**config.mk**
```make
export PLATFORM = sky130hd
export DESIGN_NAME = sdram_arbiter
export DESIGN_NICKNAME = d
export VERILOG_FILES = /design/src/rtl/sdram_arbiter.sv
export SDC_FILE = /design/constraint.sdc
export NUM_CORES = 1
export LEC_CHECK = 0
export BUFFER_PORTS_ARGS = -buffer_cell sky130_fd_sc_hd__buf_4
export CAP_MARGIN = 20
export CORE_UTILIZATION = 39
export CTS_CLUSTER_DIAMETER = 40
export DETAILED_ROUTE_END_ITERATION = 7
export HOLD_SLACK_MARGIN = 0.02
export MAX_ROUTING_LAYER = met4
export PLACE_DENSITY = 0.77
export SLEW_MARGIN = 40
export SYNTH_ARGS = -nofsm -noshare
export SYNTH_HDL_FRONTEND = slang
export SYNTH_SLANG_ARGS = --single-unit
```
**constraint.sdc**
```tcl
create_clock -name clk_sys -period 1.65 [get_ports clk_sys]
set_input_delay 0.0825 -clock clk_sys [delete_from_list [all_inputs] [get_ports clk_sys]]
set_output_delay 0.0825 -clock clk_sys [all_outputs]
set_load 0.01 [all_outputs]
```
**src/rtl/sdram_arbiter.sv**
```systemverilog
// sdram_arbiter: registered, handshaked scheduler sharing one 8-bit SDRAM port
// between four requesters (0=ioctl download, 1=hard-reset cleanup, 2=Z80 CPU, 3=cassette).
// Only one transaction is in flight at a time. Fixed priority ioctl > cleanup > cpu > cas.
// The cassette is eligible only while cas_window_i is high in the IDLE sample cycle.
//
// Optional macro ARB_AGE_EN: adds an 8-bit age counter for a pending cassette request.
// At AGE_MAX the cassette ranks above the cpu and ignores the refresh window.
//
// Ports:
//   clk_sys, reset          system clock, synchronous active-high reset
//   req_i/we_i [3:0]        per-port request level (held until ack) and write flag
//   addr_i [4*AW-1:0]       per-port byte address, port0 at LSB
//   wdata_i [31:0]          per-port write byte, port0 at LSB
//   cas_window_i            CPU refresh window, gates the cassette request
//   ack_o [3:0]             one-cycle completion pulse per port
//   rdata_o [7:0]           read byte, valid in the ack cycle and held afterwards
//   err_o                   one-cycle pulse when a transaction is aborted by timeout
//   mem_*                   sdram controller side (addr, din, rd/we pulses, dout, ready)
//   busy_o                  transaction in flight
module sdram_arbiter #(
    parameter int unsigned AW      = 23,
    parameter int unsigned TIMEOUT = 64,
    parameter int unsigned AGE_MAX = 255
) (
    input  logic            clk_sys,
    input  logic            reset,
    input  logic [3:0]      req_i,
    input  logic [3:0]      we_i,
    input  logic [4*AW-1:0] addr_i,
    input  logic [31:0]     wdata_i,
    input  logic            cas_window_i,
    output logic [3:0]      ack_o,
    output logic [7:0]      rdata_o,
    output logic            err_o,
    output logic [AW-1:0]   mem_addr_o,
    output logic [7:0]      mem_din_o,
    output logic            mem_rd_o,
    output logic            mem_we_o,
    input  logic [7:0]      mem_dout_i,
    input  logic            mem_ready_i,
    output logic            busy_o
);

    localparam int unsigned TW = $clog2(TIMEOUT + 1);

    typedef enum logic [1:0] {StIdle, StIssue, StWaitLo, StWaitHi} state_e;

    state_e          state_q, state_d;
    logic [1:0]      grant_q, grant_d;
    logic            we_q, we_d;
    logic [AW-1:0]   addr_q, addr_d;
    logic [7:0]      din_q, din_d;
    logic [7:0]      rdata_q, rdata_d;
    logic [TW-1:0]   timer_q;
    logic            timed_out;

    logic            grant_valid;
    logic [1:0]      grant_sel;
    logic            cas_first;
    logic            cas_elig;
    logic            start;

`ifdef ARB_AGE_EN
    logic [7:0] age_q, age_d;
    logic       cas_granted;

    assign cas_first = (age_q == 8'(AGE_MAX));
    assign cas_elig  = req_i[3] & (cas_window_i | cas_first);
`else
    assign cas_first = 1'b0;
    assign cas_elig  = req_i[3] & cas_window_i;
`endif

    // Priority encoder; a promoted cassette slots in between cleanup and cpu.
    always_comb begin
        grant_valid = 1'b1;
        grant_sel   = 2'd0;
        if (req_i[0]) begin
            grant_sel = 2'd0;
        end else if (req_i[1]) begin
            grant_sel = 2'd1;
        end else if (cas_first && req_i[3]) begin
            grant_sel = 2'd3;
        end else if (req_i[2]) begin
            grant_sel = 2'd2;
        end else if (cas_elig) begin
            grant_sel = 2'd3;
        end else begin
            grant_valid = 1'b0;
        end
    end

    assign start     = (state_q == StIdle) && mem_ready_i && grant_valid;
    assign timed_out = (timer_q == TW'(TIMEOUT - 1));

    always_comb begin
        state_d  = state_q;
        grant_d  = grant_q;
        we_d     = we_q;
        addr_d   = addr_q;
        din_d    = din_q;
        rdata_d  = rdata_q;
        ack_o    = 4'b0000;
        err_o    = 1'b0;
        mem_rd_o = 1'b0;
        mem_we_o = 1'b0;
        unique case (state_q)
            StIdle: begin
                if (start) begin
                    grant_d = grant_sel;
                    we_d    = we_i[grant_sel];
                    addr_d  = addr_i[grant_sel*AW +: AW];
                    din_d   = wdata_i[grant_sel*8 +: 8];
                    state_d = StIssue;
                end
            end
            StIssue: begin
                mem_rd_o = ~we_q;
                mem_we_o = we_q;
                state_d  = StWaitLo;
            end
            StWaitLo: begin
                if (!mem_ready_i) begin
                    state_d = StWaitHi;
                end else if (timed_out) begin
                    err_o   = 1'b1;
                    state_d = StIdle;
                end
            end
            StWaitHi: begin
                if (mem_ready_i) begin
                    ack_o[grant_q] = 1'b1;
                    if (!we_q) begin
                        rdata_d = mem_dout_i;
                    end
                    state_d = StIdle;
                end else if (timed_out) begin
                    err_o   = 1'b1;
                    state_d = StIdle;
                end
            end
            default: state_d = StIdle;
        endcase
        // Reset abandons the transaction silently; the controller finishes on its own.
        if (reset) begin
            ack_o    = 4'b0000;
            err_o    = 1'b0;
            mem_rd_o = 1'b0;
            mem_we_o = 1'b0;
            rdata_d  = rdata_q;
        end
    end

    // rdata_o shows the captured byte already in the ack cycle.
    assign rdata_o    = rdata_d;
    assign mem_addr_o = addr_q;
    assign mem_din_o  = din_q;
    assign busy_o     = (state_q != StIdle);

    always_ff @(posedge clk_sys) begin
        if (reset) begin
            state_q <= StIdle;
            grant_q <= 2'd0;
            we_q    <= 1'b0;
            addr_q  <= '0;
            din_q   <= 8'h00;
            rdata_q <= 8'h00;
        end else begin
            state_q <= state_d;
            grant_q <= grant_d;
            we_q    <= we_d;
            addr_q  <= addr_d;
            din_q   <= din_d;
            rdata_q <= rdata_d;
        end
    end

    // Timer counts cycles spent in the current state and restarts on every entry.
    always_ff @(posedge clk_sys) begin
        if (reset) begin
            timer_q <= '0;
        end else if (state_d != state_q) begin
            timer_q <= '0;
        end else if (timer_q != '1) begin
            timer_q <= timer_q + 1'b1;
        end
    end

`ifdef ARB_AGE_EN
    assign cas_granted = start && (grant_sel == 2'd3);

    always_comb begin
        age_d = age_q;
        if (!req_i[3] || ack_o[3]) begin
            age_d = 8'h00;
        end else if ((state_q == StIdle) && !cas_granted && (age_q != 8'(AGE_MAX))) begin
            age_d = age_q + 8'h01;
        end
    end

    always_ff @(posedge clk_sys) begin
        if (reset) begin
            age_q <= 8'h00;
        end else begin
            age_q <= age_d;
        end
    end
`endif

endmodule

```
* Word-level counts from Yosys, hierarchy flattened *
Index checks and enable logic that the tools add are counted.

operators by class
  $add $sub $neg = 1
  multipliers = 1
  magnitude comparators = 3
  equal/unequal tests = 6
  shift-type cells = 2
  multiplexer cells = 33
  bitwise gates (word level) = 2
  reduce and logical (&&, ||, !) cells = 7

operators with widths
  kind                                                                                 number
  92-bit by 8-bit indexed part select with 23-bit output                               1
  8-bit 2-to-1 mux                                                                     4
  32-bit by 6-bit indexed part select with 8-bit output                                1
  2-bit 2-to-1 mux                                                                     8
  1-bit 2-to-1 mux                                                                     14
  4-bit 2-to-1 mux                                                                     3
  2-bit one-hot mux with 4 select lines                                                1
  7-bit by 1-bit adder with 7-bit output, second input constant                        1
  7-bit by 6-bit equality test with 1-bit output, second input constant                1
  2-bit by 5-bit multiplier with 7-bit output, second input constant                   1
  7-bit inequality test, second input constant                                         1
  2-bit by 3-bit < comparator with 1-bit output, second input constant                 2
  2-bit equality test, second input constant                                           2
  1-bit logical AND                                                                    3
  1-bit binary-select mux with 2-bit select                                            1
  1-bit demux with 2-bit select                                                        1
  2-bit by 1-bit equality test with 1-bit output, second input constant                1
  2-bit by 1-bit greater-or-equal comparator with 1-bit output, second input constant  1
  2-bit zero test                                                                      1
  2-bit inequality test                                                                1
  1-bit one-hot mux with 2 select lines                                                1
  2-bit AND reduction                                                                  1
  2-bit nonzero test                                                                   1
  2-bit OR reduction                                                                   1
  2 further kinds                                                                      2

word-level totals
  bits in registers = 51
  input bits = 144
  output and inout bits = 47
  word-level logic and storage cells = 62

* Depth between registers and ports, before layout *
  depth after elaboration = 10
  mapped depth = 7
  mapped depth without buffers = 5

* Worst setup path before layout *
No wires, ideal clock.

  path type = register -> register
  from = register timer_q[0]
  to = register state_q[1]
  library setup time = 0.086 ns
  arrival time = 1.469 ns
  data required time = 1.564 ns
  setup slack = 0.095 ns
  stages on the path, launching flop included = 6
  buffers on the path = 0
  period minus slack after synthesis = 1.555 ns
  path through = dfxtp_1 > ha_1 > and3_1 > and2_1 > maj3_1 > a211oi_1

on the way
  word-level cells in the longest chain between the ends = 4
  elaborated cells between the ends (all ways) = 5
  classes of those cells = eq/ne (1); mux (4)

ends and longest elaborated chain
  item                                              line      text
  start: declaration                                54        logic [TW-1:0] timer_q;
  start signal: assignment                          185       timer_q <= timer_q + 1'b1;
  7-bit by 6-bit equality test with 1-bit output *  94        assign timed_out = (timer_q == TW'(TIMEOUT - 1));
  2-bit 2-to-1 mux *                                125, 137
  2-bit 2-to-1 mux, on equally long branches        131, 123
  2-bit one-hot mux with 4 select lines *           107       unique case (state_q)
  end signal: assignment                            162       state_q <= StIdle;
  end signal: assignment                            169       state_q <= state_d;
  end: declaration                                  48        state_e state_q, state_d;

Every way passes the cells marked *; elsewhere a longest branch is shown, timed or not.
A chain may end at the register's enable or synchronous reset.

* Worst setup path after layout *
  from = register state_q[0]
  to = output rdata_o[6]

on the way
  word-level cells in the longest chain between the ends = 3

ends and longest elaborated chain
  item                 line  text
  2-bit equality test  107
  8-bit 2-to-1 mux     107
  8-bit 2-to-1 mux     145   if (reset) begin
  end: declaration     33    output logic [7:0] rdata_o,

No other way between the ends.

==> run summary <==
The flow ran to the end, but the final reports show violations. The checks that failed: setup timing. The library cell used most frequently in the layout, excluding fill and tap cells, is sky130_fd_sc_hd__buf_4. By area, the combinational part of the netlist is dominated by compound AO/OA/AOI/OAI gates. In the global route stage, overall resource usage came out at 0.252.

The adder-cell share of the synthesized area is 0.00737. After the flow finishes, the layout carries non-filler instances totaling roughly 700. The largest stage delay on the critical path came out at about 0.35 ns. The overall power after layout is approximately 3.0 mW. Compared with the post-synthesis result, the final layout area differs by 56.9%. The aggregate routed wire length is approximately 10 mm. STA puts the critical path data arrival time at 1.58 ns. The floorplan step defined a core boundary enclosing 7410 um^2. The number of sinks driven by the clock tree came out at 51. After synthesis, the share of cell area in mux cells is 0.0361. The wire-length estimate of the detail-placed layout is 7.94 mm. At the pin with the least slew margin, the transition time is roughly 0.59 ns. Measured on the finished design, the core utilization comes to 0.647. The area share of the leading cell type in the synthesized netlist is 0.334. The die width is ~90 um.

The total number of yosys warnings came out at 0. The launching element type of the critical path is a flip-flop. The worst setup path is captured at a primary output.

The largest net degree at the start of global routing came out at about 60. The total congestion overflow came out at 0. Leaving out fill and tap cells, the most frequent cells in the layout are sky130_fd_sc_hd__buf_4 (201), sky130_fd_sc_hd__nand2_1 (56), sky130_fd_sc_hd__dfxtp_1 (48). The full die area is 8190 um^2. The simple-gate area share of the yosys netlist came out at 0.189. The TritonCTS clock tree is built. The worst setup margin came out at -0.00953 ns. The cell at the root of the clock tree is sky130_fd_sc_hd__clkbuf_8. Max-cap violations in this run came to 0. The leakage dissipation came out at about 2.2 nW.

The total vias in the final route is between 3000 and 4000. The final count of hold timing violations is 0. The post-synth net total is 560. The worst setup path is of the reg -> out kind. Of the available clock period, the critical path in the final layout requires 1.01. The remaining antenna violation count came out at 0. The final layout contains about 740 nets. VDD sags by at most ~0.33 mV. The final setup violation count is 8.

The longest clock path from root to sink contains 2 buffers. In the global route stage, met1 resource usage came out at 0.284. The flip-flop and latch count after synthesis came out at 51. The share of cells above drive strength 1 came out at 0.400. The via count of the first global-routing pass came out at between 3000 and 4000. The tightest min-delay check is of the in -> reg type. The worst clock skew is approximately 0.0061 ns. The iteration count of the initial detailed-routing pass is 4. The TritonCTS buffer count came out at 5. In this run the most used layer during global routing was met2. In the global route stage, met3 resource usage came out at 0.0438.

The repair_antennas step left the layout with diodes totalling 0. The number of distinct library cells after synthesis is 40. The share of synthesized area occupied by flip-flops and latches came out at 0.334. The placer congestion estimate came out at 0.873.

The initial antenna violation count came out at 0. The number of top-level pins is around 190. The met2 layer usage reported by global route is 0.439. The share of the synthesized area in compound gates (AO/OA/AOI/OAI) came out at 0.323. The clock latency on the worst-skew pair is 0.31 ns. Setup repair after global routing could not meet its margin everywhere.

The initial core utilization is 0.412. The data required time at the worst endpoint came out at ~1.6 ns. Walking the worst path, the cells encountered are nand4b_1 > nor2_4 > buf_12 > mux2_4 > buf_6.

The routed length per instance came out at approximately 15 um. In the routed design, unresolved DRC markers number 0. The detailed router's first-iteration violation count is approximately 160. Row generation in the floorplan step produced 31 rows. The highest achievable clock rate is roughly 600 MHz.

Grouping stages by cell kind, the critical path spends the most delay in flip-flops. The cell total after placement is between 600 and 700. At the placement stage, the worst setup path has a slack of 0.106 ns. The ratio of routed vias to standard cells came out at approximately 5.4. The critical-path cell with the highest stage delay is sky130_fd_sc_hd__dfxtp_4. The power density normalized to cell area came out at 627 nW/um^2. The count of buffers added on input and output ports is between 150 and 200. The summed instance area of the synthesized netlist came out at between 3000 and 4000 um^2. Clock-pin slew was measured on the worst setup and hold paths at 0.09 ns. Synthesis handed over a netlist of around 420 instances.

The H-tree was split into 2 levels. The critical path contains buffers and inverters numbering 2 combined. The cell type with the largest total area after synthesis is sky130_fd_sc_hd__dfxtp_1. The highest fanout seen on the critical path is 8. The number of max-slew violations in the final report is 0. The time the worst path needs with I/O delays and setup came out at approximately 1.7 ns. By area the synthesized netlist is led by sky130_fd_sc_hd__dfxtp_1 (33%), sky130_fd_sc_hd__a221oi_1 (9.2%), sky130_fd_sc_hd__a211oi_1 (8.4%).

The die is roughly 90 um tall. Of the total synthesized cell area, the portion taken by XOR and XNOR cells is 0.00574. The first-pass GRT wire length is about 16 mm.

The headroom to the max-slew limit came out at 0.607. The mean post-synth cell area came out at roughly 7.4 um^2.
-- flip-flops by register name, indices dropped and copies added, names as in the netlist --
signal	flops
state_q	2
grant_q	2
mem_din_o	8
mem_addr_o	23
we_q	1
rdata_q	8
timer_q	7
-- report_power, final --
part / switching (mW) / internal (mW)
combinational: 0.420 / 0.486
sequential: 0.0491 / 1.32
clock: 0.434 / 0.300
total: 0.903 / 2.10
-- metrics by stage --
stage / hold WS, ns / instance area (um^2) / setup TNS (ns)
finish: 0.0279 / 4790 / -0.0407
global route: 0.0498 / 4790 / -0.373
CTS: 0.0228 / 4740 / -0.0826
detailed placement: 0.353 / 4580 / 0
global placement: 0.346 / 4580 / 0
floorplan: 0.217 / 3050 / 0
-- path summary, 6_finish.rpt --
kind,startpoint,to,slack [ns],cells past startpoint
setup / recovery,state_q[0]$_SDFF_PP0_,rdata_o[6],-0.01,5
hold / removal,mem_dout_i[7],rdata_q[7]$_SDFF_PP0_,0.03,3
setup reg to reg,state_q[1]$_SDFF_PP0_,grant_q[1]$_SDFFE_PP0P_,0.10,5
hold reg to reg,mem_din_o[0]$_SDFFE_PP0P_,mem_din_o[0]$_SDFFE_PP0P_,0.45,2
-- synth_stat cells (all sizes together) --
library cell / count
nor3: 8
a21boi: 1
nand4b: 2
o21ai: 67
a21oi: 11
and3: 3
buf: 15
clkbuf: 23
nand4: 1
mux2: 8
and2: 2
and4b: 3
or4: 1
a2111o: 1
a211oi: 34
and3b: 1
nor3b: 1
a2bb2oi: 1
nor4bb: 1
maj3: 1
ha: 1
a31oi: 3
nand3: 6
xor2: 2
dfxtp: 51
nor4b: 1
inv: 35
or3: 1
nor2: 39
mux2i: 2
a221oi: 32
nand2: 56
or2: 1
-- routing by layer --
metal	vias up	part of all wire
met5	-	0
met2	166	0.51
met1	1727	0.40
li1	1842	-
met4	0	0.026
met3	24	0.062
-- worst min-delay path, cell delays in order --
cell	delay, ns
sky130_fd_sc_hd__buf_4	0.11
sky130_fd_sc_hd__nand2_1	0.05
sky130_fd_sc_hd__a21oi_1	0.05
-- repair_timing --
action	in CTS	in global routing
setup buffers	4	1
endpoints found under the setup margin	8	15
hold buffers	0	0
gates cloned	0	0
pin swaps	2	3
gates resized for setup	11	14
-- logic make-up (layout without fill, tap and decap cells) --
| group | after synthesis | count (layout) |
|---|---|---|
| AO/OA/AOI/OAI | 150 | 150 |
| flip-flops | 51 | 51 |
| XOR/XNOR | 2 | 2 |
| multiplexers | 10 | 10 |
| adder cells (fa/ha/maj) | 2 | 2 |
| AND/OR/NAND/NOR | 127 | 127 |
| buffers and inverters | 73 | 255 |
-- area by class of cell --
cell class	instances	area, um^2
inverter	35	131
clock inverter	3	18.8
fill	655	2620
tap	99	124
timing repair buffer	212	1660
multi-input combinational	291	1760
clock buffer	5	68.8
sequential	51	1030
(Power assumes the default switching activity.)
